File: src/rtl/mode_shift_reg_pkg.sv
// Shared types for the mode-controlled shift register: operation codes and FSM states.
package mode_shift_reg_pkg;

  typedef enum logic [2:0] {
    MODE_LOAD = 3'd0,
    MODE_SLL  = 3'd1,
    MODE_SRL  = 3'd2,
    MODE_ROL  = 3'd3,
    MODE_ROR  = 3'd4,
    MODE_SRA  = 3'd5,
    MODE_HOLD = 3'd6
  } mode_e;

  typedef enum logic {
    ST_IDLE  = 1'b0,
    ST_SHIFT = 1'b1
  } state_e;

endpackage

File: src/rtl/shift_step.sv
// Single-step combinational data path: moves the data by one bit and reports the expelled bit.
module shift_step
  import mode_shift_reg_pkg::*;
#(
  parameter int WIDTH = 8
) (
  input  logic [WIDTH-1:0] i_data,
  input  logic [2:0]       i_mode,
  input  logic             i_fill,
  output logic [WIDTH-1:0] o_data,
  output logic             o_expelled
);

  always_comb begin
    // NOTE: every output gets a default before the case so no path leaves it unassigned (no latch).
    o_data     = i_data;
    o_expelled = 1'b0;
    case (mode_e'(i_mode))
      MODE_SLL: begin
        o_data     = {i_data[WIDTH-2:0], i_fill};
        o_expelled = i_data[WIDTH-1];
      end
      MODE_SRL: begin
        o_data     = {i_fill, i_data[WIDTH-1:1]};
        o_expelled = i_data[0];
      end
      MODE_ROL: begin
        o_data     = {i_data[WIDTH-2:0], i_data[WIDTH-1]};
        o_expelled = i_data[WIDTH-1];
      end
      MODE_ROR: begin
        o_data     = {i_data[0], i_data[WIDTH-1:1]};
        o_expelled = i_data[0];
      end
      MODE_SRA: begin
        o_data     = {i_data[WIDTH-1], i_data[WIDTH-1:1]};
        o_expelled = i_data[0];
      end
      // LOAD never reaches the stepping path; codes 6 and 7 both hold.
      default: ;
    endcase
  end

endmodule

File: src/rtl/mode_shift_reg.sv
// Mode-controlled shift register: accepts an operation in IDLE, then performs
// one step per clock in SHIFT until the latched step count is exhausted.
module mode_shift_reg
  import mode_shift_reg_pkg::*;
#(
  parameter int WIDTH = 8,
  parameter int CNT_W = 4
) (
  input  logic             clk,
  input  logic             rstn,
  input  logic             start,
  input  logic [2:0]       mode,
  input  logic [WIDTH-1:0] load_val,
  input  logic [CNT_W-1:0] count,
  input  logic             ser_in,
  output logic [WIDTH-1:0] op,
  output logic             ser_out,
  output logic             busy,
  output logic             done
);

  state_e           r_state;
  state_e           w_state_next;
  logic [2:0]       r_mode;
  logic [CNT_W-1:0] r_remaining;
  logic [WIDTH-1:0] w_step_data;
  logic             w_step_expelled;
  logic             w_accept_shift;
  logic             w_last_step;

  shift_step #(.WIDTH(WIDTH)) u_step (
    .i_data     (op),
    .i_mode     (r_mode),
    .i_fill     (ser_in),
    .o_data     (w_step_data),
    .o_expelled (w_step_expelled)
  );

  assign w_accept_shift = start && (mode != MODE_LOAD) && (count != '0);
  assign w_last_step    = (r_remaining == CNT_W'(1));
  assign busy           = (r_state == ST_SHIFT);

  always_comb begin
    w_state_next = r_state;
    case (r_state)
      ST_IDLE:  if (w_accept_shift) w_state_next = ST_SHIFT;
      ST_SHIFT: if (w_last_step)    w_state_next = ST_IDLE;
      default:  w_state_next = ST_IDLE;
    endcase
  end

  // NOTE: sequential state uses non-blocking assignments so all registers update together at the edge.
  always_ff @(posedge clk) begin
    if (!rstn) r_state <= ST_IDLE;
    else       r_state <= w_state_next;
  end

  always_ff @(posedge clk) begin
    if (!rstn) begin
      op          <= '0;
      ser_out     <= 1'b0;
      done        <= 1'b0;
      r_mode      <= 3'd0;
      r_remaining <= '0;
    end else begin
      done <= 1'b0;
      case (r_state)
        ST_IDLE: begin
          if (start) begin
            r_mode      <= mode;
            r_remaining <= count;
            if (mode == MODE_LOAD) begin
              op   <= load_val;
              done <= 1'b1;
            end else if (count == '0) begin
              done <= 1'b1;
            end
          end
        end
        ST_SHIFT: begin
          op          <= w_step_data;
          ser_out     <= w_step_expelled;
          r_remaining <= r_remaining - CNT_W'(1);
          if (w_last_step) done <= 1'b1;
        end
        default: ;
      endcase
    end
  end

endmodule

File: config.mk
export PLATFORM = sky130hd
export DESIGN_NAME = mode_shift_reg
export DESIGN_NICKNAME = d
export VERILOG_FILES = /design/src/rtl/mode_shift_reg_pkg.sv /design/src/rtl/shift_step.sv /design/src/rtl/mode_shift_reg.sv
export SDC_FILE = /design/constraint.sdc
export NUM_CORES = 1
export LEC_CHECK = 0
export ABC_AREA = 0
export ABC_CLOCK_PERIOD_IN_PS = 1900
export CAP_MARGIN = 40
export CELL_PAD_IN_SITES_DETAIL_PLACEMENT = 2
export CELL_PAD_IN_SITES_GLOBAL_PLACEMENT = 2
export CORE_UTILIZATION = 29
export CTS_BUF_LIST = sky130_fd_sc_hd__clkbuf_2 sky130_fd_sc_hd__clkbuf_4 sky130_fd_sc_hd__clkbuf_8
export DETAILED_ROUTE_END_ITERATION = 7
export PLACE_DENSITY_LB_ADDON = 0.1
export SLEW_MARGIN = 20
export SYNTH_ARGS = -nofsm -noshare
export SYNTH_HDL_FRONTEND = slang
export SYNTH_HIERARCHICAL = 1
export SYNTH_SLANG_ARGS = --single-unit
File: constraint.sdc
create_clock -name clk -period 1.9 [get_ports clk]
set_clock_uncertainty 0.1 [all_clocks]
set_input_delay 0.19 -clock clk [delete_from_list [all_inputs] [get_ports clk]]
set_output_delay 0.19 -clock clk [all_outputs]
set_load 0.02 [all_outputs]
==> run_results.csv, run 1 <==
group,metric,value,unit
status,status,"finished, final reports clean",
timing,worstMarginPinSlew,0.5522,ns
min_path,min_path_type,"flip-flop to flip-flop",
routing,routed_via_density,5.312,
routing,wl_per_cell,17.10,µm
worst_setup_path,ff2ff_setup_slack,0.08,ns
clock_network,clk_pin_slew,0.07,ns
power,powerDensity,768.4,nW/µm²
synth,syn_area_per_cell,8.441,µm²
placement,place.gp.congestion,0.8303,
global_route,grt_overflow,0,
routing,drt_pass1_iterations,4,
layout,syn2layout_area_growth,39.71,%
global_route,antenna_found_initial,0,
layout,final_cells,218,
timing,slew_headroom,0.6314,
floorplan,die-area,4154,µm²
placement,dpl.hpwl,2728,µm
worst_setup_path,setup.worst_path.class,"flip-flop to flip-flop",
clock_network,clock_sinks,18,
layout,nets,194,
min_path,worstHoldEndpoint,"ser_out$_SDFFE_PN0P_",
layout,design_area,1580,µm²
power,finalPower,1.214,mW
floorplan,io_pins,30,
placement,post_dp_cell_area,1505,µm²
floorplan,dieWidth,64.45,µm
global_route,grtUsageTotal,0.1952,
min_path,min_path_cells,2,
global_route,grt_pass1_vias,1264,
floorplan,core,3689,µm²
placement,post-place-ws,0.01108,ns
synth,syn_area,1131,µm²
synth,syn_inst,134,
synth,yosysUniqueCellTypes,34,
worst_setup_path,cpLargestDelayFamily,"compound AO/OA/AOI/OAI gates",
timing,layout_setup_ws,0.08263,ns
worst_setup_path,r2r_cells,7,
placement,dp_cells,213,
synth,ys_async_sr_fraction,0,
synth,ys.flop_type,"dfxtp_1",
synth,synth_top_area_frac,0.3186,
worst_setup_path,end_kind,"flip-flop",
floorplan,die_y,64.45,µm
worst_setup_path,slowest_stage,"dfxtp_1",
global_route,grt_pass1_wl,6258,µm
synth,synth_area_leader_cell,"dfxtp_1",
routing,antenna_left,0,
synth,synth_warnings,6,
routing,drt_wl_total,3727,µm
layout,n_antenna_cell,0,
worst_setup_path,worst-path-buf-inv,1,
power,p_leak,0.5800,nW
synth,yosysSeqAreaShare,0.3186,
synth,synth_nets,156,
synth,synth_edf_count,0,
routing,drc,0,
clock_network,worst_skew_pair.late_latency,0.25,ns
timing,fin_crit,1.817,ns
worst_setup_path,worstSetupStartpointType,"flip-flop",
placement,io_buffers,29,
worst_setup_path,required,1.97,ns
layout,drive_gt1_frac,0.1294,
worst_setup_path,slowest_delay,0.37,ns
synth,synthTopCellsByArea,"dfxtp_1, mux2i_1, a211oi_1",
clock_network,h-tree-depth,1,
synth,ys_top_cells_by_count,"dfxtp_1, a211oi_1, nor2_1",
clock_network,numCtsBuffers,3,
layout,fill_cells,428,
clock_network,cts_tree,"done",
worst_setup_path,arrival,1.89,ns
floorplan,start_util,0.3066,
timing,setup_viol,0,
timing,fmax,550.2,MHz
worst_setup_path,worst_r2r_endpoint,"op[0]$_SDFFE_PN0P_",
power,ir_worst_vdd,0.2366,mV
worst_setup_path,path_cells,"buf_4 -> nor2b_1 -> o21ai_1 -> a22o_1 -> a21oi_1 -> mux2i_1 -> a211oi_1",
global_route,grt_max_degree,17,
synth,yosysMostFrequentCell,"dfxtp_1",
clock_network,clockBufferDepth,2,
floorplan,num_rows,22,
min_path,hp-start,"ser_out$_SDFFE_PN0P_",
worst_setup_path,worstReg2RegStart,"r_mode[0]$_SDFFE_PN0P_",
worst_setup_path,critical_path.max_fanout,5,
synth,ys_ff_latch,18,
routing,vias,1158,
timing,fin_crit_sh,0.9565,
layout,utilization,0.4284,
routing,drtIter0Drc,35,
clock_network,cts_root_buf,"clkbuf_8",
job,cap_violations,0,
timing,slew_violations,0,
timing,finalHoldViolations,0,
clock_network,cts.hold.buffers_added,0,
## kinds of logic (layout without fill, tap and decap cells)
kind of cell / count (synthesis) / count (layout) / share of synthesized area
AO/OA/AOI/OAI: 40 / 41 / 0.2411
XOR/XNOR: 1 / 1 / 0.007745
adder cells (fa/ha/maj): 3 / 3 / 0.03319
buffers and inverters: 15 / 50 / 0.06857
flip-flops: 18 / 18 / 0.3186
multiplexers: 12 / 12 / 0.1062
AND/OR/NAND/NOR: 45 / 45 / 0.2246
## through the flow
stage          TNS (ns)  hold slack [ns]
2_1_floorplan         0           0.2287
3_3_place_gp          0           0.3733
3_5_place_dp          0           0.4069
4_1_cts               0           0.4248
5_1_grt         -0.1270           0.4533
6_report              0           0.4070
## worst reg2reg max path, stage by stage (launching register included)
cell and delay (ns):
dfxtp_1 0.37, buf_4 0.15, nor2b_1 0.28, o21ai_1 0.15, a22o_1 0.25, a21oi_1 0.14
mux2i_1 0.08, a211oi_1 0.21
## sequential cells by signal, summed over array words and instances, names as in the netlist
signal       flops
op               8
done             1
r_mode           3
busy             1
ser_out          1
r_remaining      4
## layout by cell type, fill, tap and decap left out, types with 2 or more instances in the layout
master,synthesis,final
nor2b_1,2,2
nor2_1,14,14
a22oi_1,6,6
buf_4,0,11
a21oi_1,10,10
ha_1,3,3
inv_1,6,6
mux2i_1,12,12
a211oi_1,14,14
nor3_1,9,9
o21ai_4,0,2
dfxtp_1,18,16
dfxtp_2,0,2
and2b_1,3,3
nand2_1,5,5
nand3b_1,2,2
clkdlybuf4s50_1,0,29
o21ai_0,3,3
clkbuf_8,0,3
nand3_1,2,2
## area by class of cell
type / instances / area, µm² / share of cell area
clock buffers: 3 / 41.29 / 0.02613
multi-input cells: 102 / 716.9 / 0.4537
repair buffers: 40 / 372.9 / 0.2359
well taps: 48 / 60.06 / 0.03800
flip-flops and latches: 18 / 362.8 / 0.2296
inverters: 7 / 26.28 / 0.01663
## worst max-delay path by stage
stage	end	cells past startpoint	startpoint
after CTS	op[7]$_SDFFE_PN0P_	7	r_mode[1]$_SDFFE_PN0P_
after detailed placement	op[7]$_SDFFE_PN0P_	7	r_mode[1]$_SDFFE_PN0P_
after global routing	op[0]$_SDFFE_PN0P_	7	r_mode[0]$_SDFFE_PN0P_
final	op[0]$_SDFFE_PN0P_	7	r_mode[0]$_SDFFE_PN0P_
after floorplan	op[2]$_SDFFE_PN0P_	8	r_mode[1]$_SDFFE_PN0P_
after global placement	op[7]$_SDFFE_PN0P_	7	r_mode[1]$_SDFFE_PN0P_
## timing repair
action,CTS,global route
resized for setup,1,3
gates cloned,0,1
endpoints found under the hold margin,0,0
endpoints found under the setup margin,1,5
buffers inserted,0,1
## metal layers
metal  routed length, µm  track usage  up-vias
met4                  33      0.05000        0
met2                1905       0.3697       21
li1                    -            -      568
met3                  96      0.02465        4
met5                   0            0        -
met1                1691       0.2282      565
## report_power, final
group          internal, mW  total (mW)  switching, mW  leakage (nW)
Combinational         0.226       0.463          0.237         0.409
Clock                 0.141       0.269          0.128        0.0216
Sequential            0.423       0.482         0.0591         0.149
Total                 0.790        1.21          0.424         0.580
Power figures use the tool's default switching activity.
==> run 2, diff against run 1 <==
--- a/config.mk
+++ b/config.mk
@@ -13,7 +13,9 @@
 export CORE_UTILIZATION = 29
 export CTS_BUF_LIST = sky130_fd_sc_hd__clkbuf_2 sky130_fd_sc_hd__clkbuf_4 sky130_fd_sc_hd__clkbuf_8
 export DETAILED_ROUTE_END_ITERATION = 7
+export HOLD_SLACK_MARGIN = 0.05
 export PLACE_DENSITY_LB_ADDON = 0.1
+export SKIP_CTS_REPAIR_TIMING = 1
 export SLEW_MARGIN = 20
 export SYNTH_ARGS = -nofsm -noshare
 export SYNTH_HDL_FRONTEND = slang
==> run_results.csv, run 2 (synthesis gave the netlist of run 1 again) <==
group,metric,value,unit
timing,fin_crit_sh,0.9539,
layout,final_cell_mix,"clkdlybuf4s50_1, dfxtp_1, a211oi_1, nor2_1, mux2i_1",
floorplan,io_pins,30,
power,p_leak,0.5750,nW
timing,fin_crit,1.812,ns
floorplan,dieWidth,64.45,µm
timing,worstMarginPinSlew,0.5518,ns
routing,antenna_left,0,
layout,design_area,1573,µm²
clock_network,cts_root_buf,"clkbuf_8",
layout,n_antenna_cell,0,
layout,syn2layout_area_growth,39.05,%
floorplan,start_util,0.3066,
placement,post-place-ws,0.01108,ns
worst_setup_path,worstReg2RegStart,"r_mode[0]$_SDFFE_PN0P_",
global_route,grtUsageTotal,0.1952,
clock_network,clk_pin_slew,0.07,ns
layout,nets,193,
worst_setup_path,worstSetupStartpointType,"flip-flop",
worst_setup_path,slowest_stage,"dfxtp_1",
placement,io_buffers,29,
worst_setup_path,arrival,1.89,ns
layout,largest_reg_flops,8,
worst_setup_path,crit_start,"r_mode[0]$_SDFFE_PN0P_",
layout,regMostFlops,"op",
timing,fmax,551.7,MHz
placement,dpl.hpwl,2728,µm
layout,top_regs,"op (8), r_remaining (4), r_mode (3)",
worst_setup_path,slowest_delay,0.37,ns
routing,drc,0,
floorplan,die_y,64.45,µm
timing,slew_violations,0,
global_route,grt_max_degree,17,
min_path,min_path_type,"flip-flop to flip-flop",
worst_setup_path,required,1.98,ns
routing,drt_pass1_iterations,3,
clock_network,clock_sinks,18,
global_route,grt_overflow,0,
routing,wl_per_cell,17.09,µm
global_route,antenna_found_initial,0,
clock_network,h-tree-depth,1,
floorplan,core,3689,µm²
routing,vias,1151,
timing,slew_headroom,0.6317,
global_route,grt_pass1_wl,6251,µm
worst_setup_path,path_cells,"buf_4 -> nor2b_1 -> o21ai_1 -> a22o_1 -> a21oi_1 -> mux2i_1 -> a211oi_1",
clock_network,clockBufferDepth,2,
global_route,grt_pass1_vias,1262,
routing,drt_wl_total,3709,µm
floorplan,die-area,4154,µm²
min_path,hp-start,"ser_out$_SDFFE_PN0P_",
power,powerDensity,768.8,nW/µm²
placement,place.gp.congestion,0.8303,
status,status,"finished, final reports clean",
power,ir_worst_vdd,0.2366,mV
routing,routed_via_density,5.304,
clock_network,worst_skew_pair.late_latency,0.25,ns
clock_network,cts_tree,"done",
layout,final_common_cell,"clkdlybuf4s50_1",
timing,setup_viol,0,
floorplan,num_rows,22,
timing,layout_setup_ws,0.08753,ns
job,cap_violations,0,
worst_setup_path,setup.worst_path.class,"flip-flop to flip-flop",
routing,drtIter0Drc,32,
clock_network,numCtsBuffers,3,
worst_setup_path,end_kind,"flip-flop",
worst_setup_path,critical_path.max_fanout,5,
placement,post_dp_cell_area,1505,µm²
timing,finalHoldViolations,0,
layout,drive_gt1_frac,0.1243,
-- run 2: power breakdown --
part	leakage [nW]	internal, mW	total, mW	switching, mW
Clock	0.0216	0.141	0.270	0.129
Combinational	0.404	0.222	0.457	0.235
Sequential	0.149	0.423	0.482	0.0592
-- run 2: cell type report --
type | count | area [µm²]
Fill cell | 429 | 2116
Sequential cell | 18 | 362.8
Tap cell | 48 | 60.06
Clock buffer | 3 | 41.29
Inverter | 7 | 26.28
Multi-Input combinational cell | 102 | 716.9
Timing Repair Buffer | 39 | 365.4
-- run 2: worst paths after layout --
check / end / slack (ns) / depth (start not counted)
min reg2reg: ser_out$_SDFFE_PN0P_ / 0.41 / 2
min: ser_out$_SDFFE_PN0P_ / 0.41 / 2
max reg2reg: op[0]$_SDFFE_PN0P_ / 0.09 / 7
max: op[0]$_SDFFE_PN0P_ / 0.09 / 7
-- run 2: through the flow --
stage | hold slack (ns) | setup TNS [ns] | util | power (mW) | instances
2_1_floorplan | 0.2287 | 0 | - | 0.7570 | 134
3_3_place_gp | 0.3733 | 0 | 0.4081 | 0.9176 | 213
3_5_place_dp | 0.4069 | 0 | 0.4081 | 0.9351 | 213
4_1_cts | 0.4248 | -0.02802 | 0.4193 | 1.216 | 216
5_1_grt | 0.4533 | -0.1097 | 0.4264 | 1.292 | 217
6_report | 0.4066 | 0 | 0.4264 | 1.209 | 217
-- run 2: worst max-delay path: cells and delay by family, from the launching register on --
kind	cells	cell delay, ns
simple gates	1	0.28
buf+inv	1	0.15
flops	1	0.37
compound gates	4	0.75
mux	1	0.08
-- run 2: metal layers --
metal,routed length [µm],vias up,part of all wire,track usage
met5,0,-,0,0
met4,33,0,0.0089,0.05000
met3,96,4,0.026,0.02465
met2,1893,21,0.51,0.3697
met1,1686,560,0.45,0.2282
li1,-,566,-,-
